--- config.mk ---
export PLATFORM = sky130hd
export DESIGN_NAME = time_keeper
export DESIGN_NICKNAME = d
export VERILOG_FILES = /design/src/rtl/time_keeper.sv
export SDC_FILE = /design/constraint.sdc
export NUM_CORES = 1
export LEC_CHECK = 0
export ABC_AREA = 0
export CORE_ASPECT_RATIO = 0.5
export CORE_MARGIN = 2
export CORE_UTILIZATION = 30
export DETAILED_ROUTE_END_ITERATION = 8
export HOLD_SLACK_MARGIN = 0.06
export RECOVER_POWER = 100
export SLEW_MARGIN = 15
export SYNTH_ARGS = -nofsm -noshare
export SYNTH_HDL_FRONTEND = slang
export SYNTH_SLANG_ARGS = --single-unit
--- constraint.sdc ---
create_clock -name clk_100mhz -period 4.9 [get_ports clk_100mhz]
set_input_delay 0.98 -clock clk_100mhz [delete_from_list [all_inputs] [get_ports clk_100mhz]]
set_output_delay 0.98 -clock clk_100mhz [all_outputs]
set_load 0.05 [all_outputs]
--- src/rtl/time_keeper.sv ---
// 24-hour HH:MM:SS time-of-day counter in packed BCD, stepped by the rising edge of a 1 Hz level.
// Also accepts a checked time load and minute/hour adjust pulses, with load > adjust > tick priority.
module time_keeper #(
  parameter int HOUR_LIMIT = 24
) (
  input  logic       clk_100mhz,
  input  logic       rst_100mhz,
  input  logic       in_1hz,
  input  logic       run_en,
  input  logic       load,
  input  logic [7:0] load_hh,
  input  logic [7:0] load_mm,
  input  logic [7:0] load_ss,
  input  logic       inc_min,
  input  logic       inc_hour,
  output logic [7:0] hh,
  output logic [7:0] mm,
  output logic [7:0] ss,
  output logic       sec_tick,
  output logic       day_carry,
  output logic       load_ack,
  output logic       load_err
);

  localparam logic [3:0] HMAX_T = 4'((HOUR_LIMIT - 1) / 10);
  localparam logic [3:0] HMAX_U = 4'((HOUR_LIMIT - 1) % 10);
  localparam logic [7:0] HMAX   = {HMAX_T, HMAX_U};
  localparam logic [7:0] MS_MAX = 8'h59;

  // Returns {wrapped, next}; wraps to 00 when the field is at its maximum.
  function automatic logic [8:0] bcd_inc(input logic [7:0] v, input logic [7:0] max);
    if (v == max) return 9'h100;
    if (v[3:0] == 4'd9) return {1'b0, v[7:4] + 4'd1, 4'd0};
    return {1'b0, v[7:4], v[3:0] + 4'd1};
  endfunction

  function automatic logic nib_ok(input logic [7:0] v);
    return (v[7:4] <= 4'd9) && (v[3:0] <= 4'd9);
  endfunction

  logic       prev;
  logic       rise;
  logic       load_valid;
  logic [8:0] ss_n, mm_n, hh_n;

  assign rise     = in_1hz & ~prev;
  assign ss_n     = bcd_inc(ss, MS_MAX);
  assign mm_n     = bcd_inc(mm, MS_MAX);
  assign hh_n     = bcd_inc(hh, HMAX);
  // With every nibble legal, a plain binary compare orders BCD values correctly.
  assign load_valid = nib_ok(load_hh) && nib_ok(load_mm) && nib_ok(load_ss) &&
                      (load_ss <= MS_MAX) && (load_mm <= MS_MAX) && (load_hh <= HMAX);

  always_ff @(posedge clk_100mhz) begin
    if (rst_100mhz) begin
      prev      <= in_1hz;
      hh        <= 8'h00;
      mm        <= 8'h00;
      ss        <= 8'h00;
      sec_tick  <= 1'b0;
      day_carry <= 1'b0;
      load_ack  <= 1'b0;
      load_err  <= 1'b0;
    end else begin
      prev      <= in_1hz;
      sec_tick  <= 1'b0;
      day_carry <= 1'b0;
      load_ack  <= 1'b0;
      load_err  <= 1'b0;
      if (load) begin
        if (load_valid) begin
          hh       <= load_hh;
          mm       <= load_mm;
          ss       <= load_ss;
          load_ack <= 1'b1;
        end else begin
          load_err <= 1'b1;
        end
      end else if (inc_min || inc_hour) begin
        if (inc_min) begin
          mm <= mm_n[7:0];
          ss <= 8'h00;
        end
        if (inc_hour) hh <= hh_n[7:0];
      end else if (rise && run_en) begin
        sec_tick <= 1'b1;
        ss       <= ss_n[7:0];
        if (ss_n[8]) begin
          mm <= mm_n[7:0];
          if (mm_n[8]) begin
            hh        <= hh_n[7:0];
            day_carry <= hh_n[8];
          end
        end
      end
    end
  end

endmodule
# Word-level counts from Yosys, hierarchy flattened
# Index checks and enable logic that the tools add are counted.
# totals
reg_bits,29
in_bits,31
output_inout_bits,28
wordCells,102
# op_classes
n_addsub,6
order_cmp,9
eq_ne,9
n_mux,42
bitwise,6
n_reduce_logical,21
# op_table
op,count
$mux W8,18
$mux W9,12
$add A4 B1 Y4 const B,6
$le A4 B4 Y1 const B,6
$eq A8 B7 Y1 const B,2
$le A8 B7 Y1 const B,2
$eq A4 B4 Y1 const B,3
$mux W1,12
$logic_and A1 B1 Y1,9
$reduce_bool A3 Y1,3
$eq A8 B6 Y1 const B,1
$le A8 B6 Y1 const B,1
$reduce_and A4 Y1,2
$ne A3 B3 Y1 const B,2
$reduce_or A6 Y1,1
$not A1 Y1,5
$reduce_and A5 Y1,1
$reduce_bool A4 Y1,1
$reduce_and A3 Y1,1
$reduce_or A3 Y1,1
$ne A2 B1 Y1 const B,1
$reduce_or A2 Y1,1
$and A1 B1 Y1,1
$logic_or A1 B1 Y1,1

# Longest topological paths before layout
# depth
ltp_word,10
mapped_depth,8
mapped_depth_nobuf,7

# Worst setup path before layout
# No wires, ideal clock.
# synth_path
path_type,in2reg
from,input port load_hh[6]
to,register ss[1]
setup_time_ns,0.132
arrival_ns,2.229
required_ns,4.768
path_slack_ns,2.540
stages,6
path_buffers,1
path_cell_list,nor4_1 -> nand3_1 -> o21a_1 -> buf_2 -> a2111oi_0 -> nor3_1
# synth_between
elab_chain_cells,9
word_cells_on_any_way,10
cone_classes,2 x order compare; 1 x eq/ne; 7 x reduce/logical
# synth_lines
item,line,text
"start, declared",11,"input logic [7:0] load_hh,"
$le A4 B4 Y1,38,return (v[7:4] <= 4'd9) && (v[3:0] <= 4'd9);
$logic_and A1 B1 Y1,38,
$logic_and A1 B1 Y1 (3 in a row),51,assign load_valid = nib_ok(load_hh) && nib_ok(load_mm) && nib_ok(load_ss) &&
$logic_and A1 B1 Y1,52,(load_ss <= MS_MAX) && (load_mm <= MS_MAX) && (load_hh <= HMAX);
$logic_and A1 B1 Y1 (*),52,
$ne A2 B1 Y1 (no source line) (*),--,
$reduce_and A3 Y1 (no source line) (*),--,
"end signal, assigned",74,ss <= load_ss;
"end signal, assigned",87,ss <= ss_n[7:0];
"end, declared",18,"output logic [7:0] ss,"
# Mark *: on every way between the ends. The rest lies on a longest branch, timed or not.
# A chain may end at the register's enable or synchronous reset.

# Worst setup path after layout
# layout_path
from,input port load_hh[4]
to,register mm[3]
# layout_between
elab_chain_cells,9
word_cells_on_any_way,10
cone_classes,2 x order compare; 1 x eq/ne; 7 x reduce/logical
# layout_lines
item,line,text
$le A4 B4 Y1,38,
$logic_and A1 B1 Y1,38,
$logic_and A1 B1 Y1 (3 in a row),51,
$logic_and A1 B1 Y1,52,
$logic_and A1 B1 Y1 (*),52,
$ne A2 B1 Y1 (no source line) (*),--,
$reduce_and A4 Y1 (no source line) (*),--,
"end signal, assigned",73,mm <= load_mm;
"end signal, assigned",81,mm <= mm_n[7:0];
"end signal, assigned",89,mm <= mm_n[7:0];
"end, declared",17,"output logic [7:0] mm,"
# Marked as above.

==> impl_metrics.env <==
export IMPL_peakVddDrop_v=0.000140
export IMPL_path_max_fanout=27
export IMPL_vias=2037
export IMPL_fin_crit_ns=3.89
export IMPL_numCtsBuffers=5
export IMPL_fp_row_count=20
export IMPL_drive_gt1_share_pct=5.15
export IMPL_yosysWarnings=0
export IMPL_dr_first_iter_drc_count=138
export IMPL_setup_ws_ns=1.01
export IMPL_grt_pass1_vias=1820
export IMPL_hold_buffers=0
export IMPL_wl_um=5830
export IMPL_clkSlewWorstSetupHoldPaths_ns=0.06
export IMPL_insertion_delay_ns=0.28
export IMPL_grt_pass1_wl_um=9270
export IMPL_grt_usage_pct=17.1
export IMPL_port_buffers=58
export IMPL_cts_sink_count=29
export IMPL_wl_per_cell_um=15.4
export IMPL_max_cap_viol_count=1
export IMPL_synthToLayoutAreaGrowth_pct=41.0
export IMPL_ys_types=48
export IMPL_start_util_pct=31.1
export IMPL_nets=331
export IMPL_maxSlewViolCount=28
export IMPL_grt_overflow_total=0
export IMPL_cts_tree="done"
export IMPL_rsz0062_at_grt="no"
export IMPL_slew_headroom_pct=-23.8
export IMPL_p_leak_nw=1.01
export IMPL_syn_nets=277
export IMPL_drc=0
export IMPL_max_freq_ghz=0.257
export IMPL_cts_setup_buffers=0
export IMPL_skew_ns=0.00761
export IMPL_die_h_um=60.2
export IMPL_syn_inst=236
export IMPL_placed_cell_area_um2=2540
export IMPL_crit_chain="dlygate4sd3_1 -> o31ai_1 -> nand3_1 -> o21ai_1 -> a311oi_1 -> a31o_2"
export IMPL_worstMarginPinSlew_ns=1.85
export IMPL_first_pass_iters=4
export IMPL_hp_class="register to register"
export IMPL_status="finished, violations left"
export IMPL_critical_path_max_stage_delay_ns=1.44
export IMPL_htree_levels=2
export IMPL_layout_commonest_cell="dlygate4sd3_1"
export IMPL_fillCellCount=628
export IMPL_power_density_nw_per_um2=272
export IMPL_synth_flop_cell="dfxtp_1"
export IMPL_path_delay_family="compound AO/OA/AOI/OAI gates"
export IMPL_crit_required_ns=5.07
export IMPL_finalHoldViolCount=0
export IMPL_synth_enable_flop_cells=0
export IMPL_start_kind="input port"
export IMPL_setup_tns_ns=0
export IMPL_layout_common_cells="dlygate4sd3_1, dfxtp_1, a21oi_1, clkdlybuf4s50_1, o21ai_0"
export IMPL_ys_seq_area_share_pct=30.7
export IMPL_via_per_inst=5.37
export IMPL_critical_path_buf_inv_count=1
export IMPL_core_area_um2=6080
export IMPL_synth_seq_cells=29
export IMPL_violations="max-capacitance violations, max-slew violations"
export IMPL_dp_hpwl_um=4250
export IMPL_clockRootBuffer="clkbuf_16"
export IMPL_final_area_um2=2670
export IMPL_cts_resized=0
export IMPL_cp_data_arrival_time_ns=4.06
export IMPL_grt_max_degree=28
export IMPL_crit_type="input port to register"
export IMPL_synthArstFlopShare_pct=0
export IMPL_finalCritPeriodShare_pct=79.4
export IMPL_setup_violations=0
export IMPL_cp_end_kind="register"
export IMPL_antenna_found_initial=0
export IMPL_clk_path_buf_depth=2
export IMPL_n_antenna_cell=0
export IMPL_place_congestion=0.878
export IMPL_die_area_um2=7000
export IMPL_dp_worst_setup_slack_ns=1.46
export IMPL_die_x_um=116
export IMPL_slowest_stage="o21ai_1"
export IMPL_synth_area_um2=1890
export IMPL_io_pins=59
export IMPL_drtAntennaViolNets=0
export IMPL_syn_avg_cell_area_um2=8.02
==> power by group <==
group,switching [W],internal (W),total [W],leakage (nW)
clock,0.000113,0.000186,0.000299,0.0696
sequential,0.0000171,0.000248,0.000265,0.238
combinational,0.0000976,0.0000639,0.000161,0.703
==> kinds of logic after synthesis <==
group / share of synthesized area, %
compound gates: 28.5
xor+xnor: 1.85
fa+ha+maj: 6.61
buf+inv: 4.89
flops: 30.7
mux: 0.529
simple gates: 27.0
==> metrics by stage <==
step	instances	hold slack (ns)	power (W)	utilization [%]
after floorplan	236	0.555	0.000368	-
after global placement	371	0.507	0.000434	41.7
after detailed placement	371	0.507	0.000435	41.7
after CTS	379	0.514	0.000733	44.1
after global routing	379	0.544	0.000756	43.9
final	379	0.511	0.000725	43.9
==> layer usage <==
layer	global-route usage (%)	share of wire, %
met1	25.2	50
met2	26.0	45
met3	3.04	4.1
met4	4.08	0.67
met5	0	0
==> path summary, 6_finish.rpt <==
| kind | start | endpoint | slack, ns | depth (start not counted) |
|---|---|---|---|---|
| worst min register to register | ss[7]$_SDFFE_PP0P_ | ss[7]$_SDFFE_PP0P_ | 0.51 | 2 |
| worst max-delay path | load_hh[4] | mm[3]$_SDFFE_PP0P_ | 1.01 | 6 |
| worst min-delay path | ss[7]$_SDFFE_PP0P_ | ss[7]$_SDFFE_PP0P_ | 0.51 | 2 |
| worst max register to register | mm[0]$_SDFFE_PP0P_ | hh[0]$_SDFFE_PP0P_ | 2.85 | 6 |
==> area by class of cell <==
cell class,instances,area [um2],share of cell area (%)
Multi-Input combinational cell,186,1210,45.4
Timing Repair Buffer,60,596,22.3
Sequential cell,29,581,21.7
Clock buffer,5,125,4.69
Tap cell,88,110,4.12
Inverter,8,30.0,1.12
Clock inverter,3,17.5,0.656
==> Yosys cell counts (5+ instances only) <==
master | count | area (um2)
nor3_1 | 15 | 75.1
nor2_1 | 13 | 48.8
inv_1 | 7 | 26.3
nand2_1 | 12 | 45.0
clkbuf_1 | 5 | 18.8
nand3_1 | 13 | 65.1
a311oi_1 | 7 | 61.3
ha_1 | 10 | 125
o21ai_0 | 17 | 85.1
nand2b_1 | 6 | 37.5
o31ai_1 | 9 | 67.6
dfxtp_1 | 29 | 581
buf_2 | 5 | 25.0
a21oi_1 | 27 | 135
==> state kept, by name (all words and copies together), names as in the netlist <==
name,count
prev,1
day_carry,1
sec_tick,1
mm,8
load_ack,1
hh,8
ss,8
load_err,1
==> worst register-to-register path: stages, from the launching register on <==
cell and delay, ns:
dfxtp_1 0.44, ha_1 0.20, and3b_1 0.32, nand4_1 0.17
o31a_1 0.34, or3_1 0.33, a31oi_1 0.17
No activity file was read; power rests on OpenSTA's default activity.
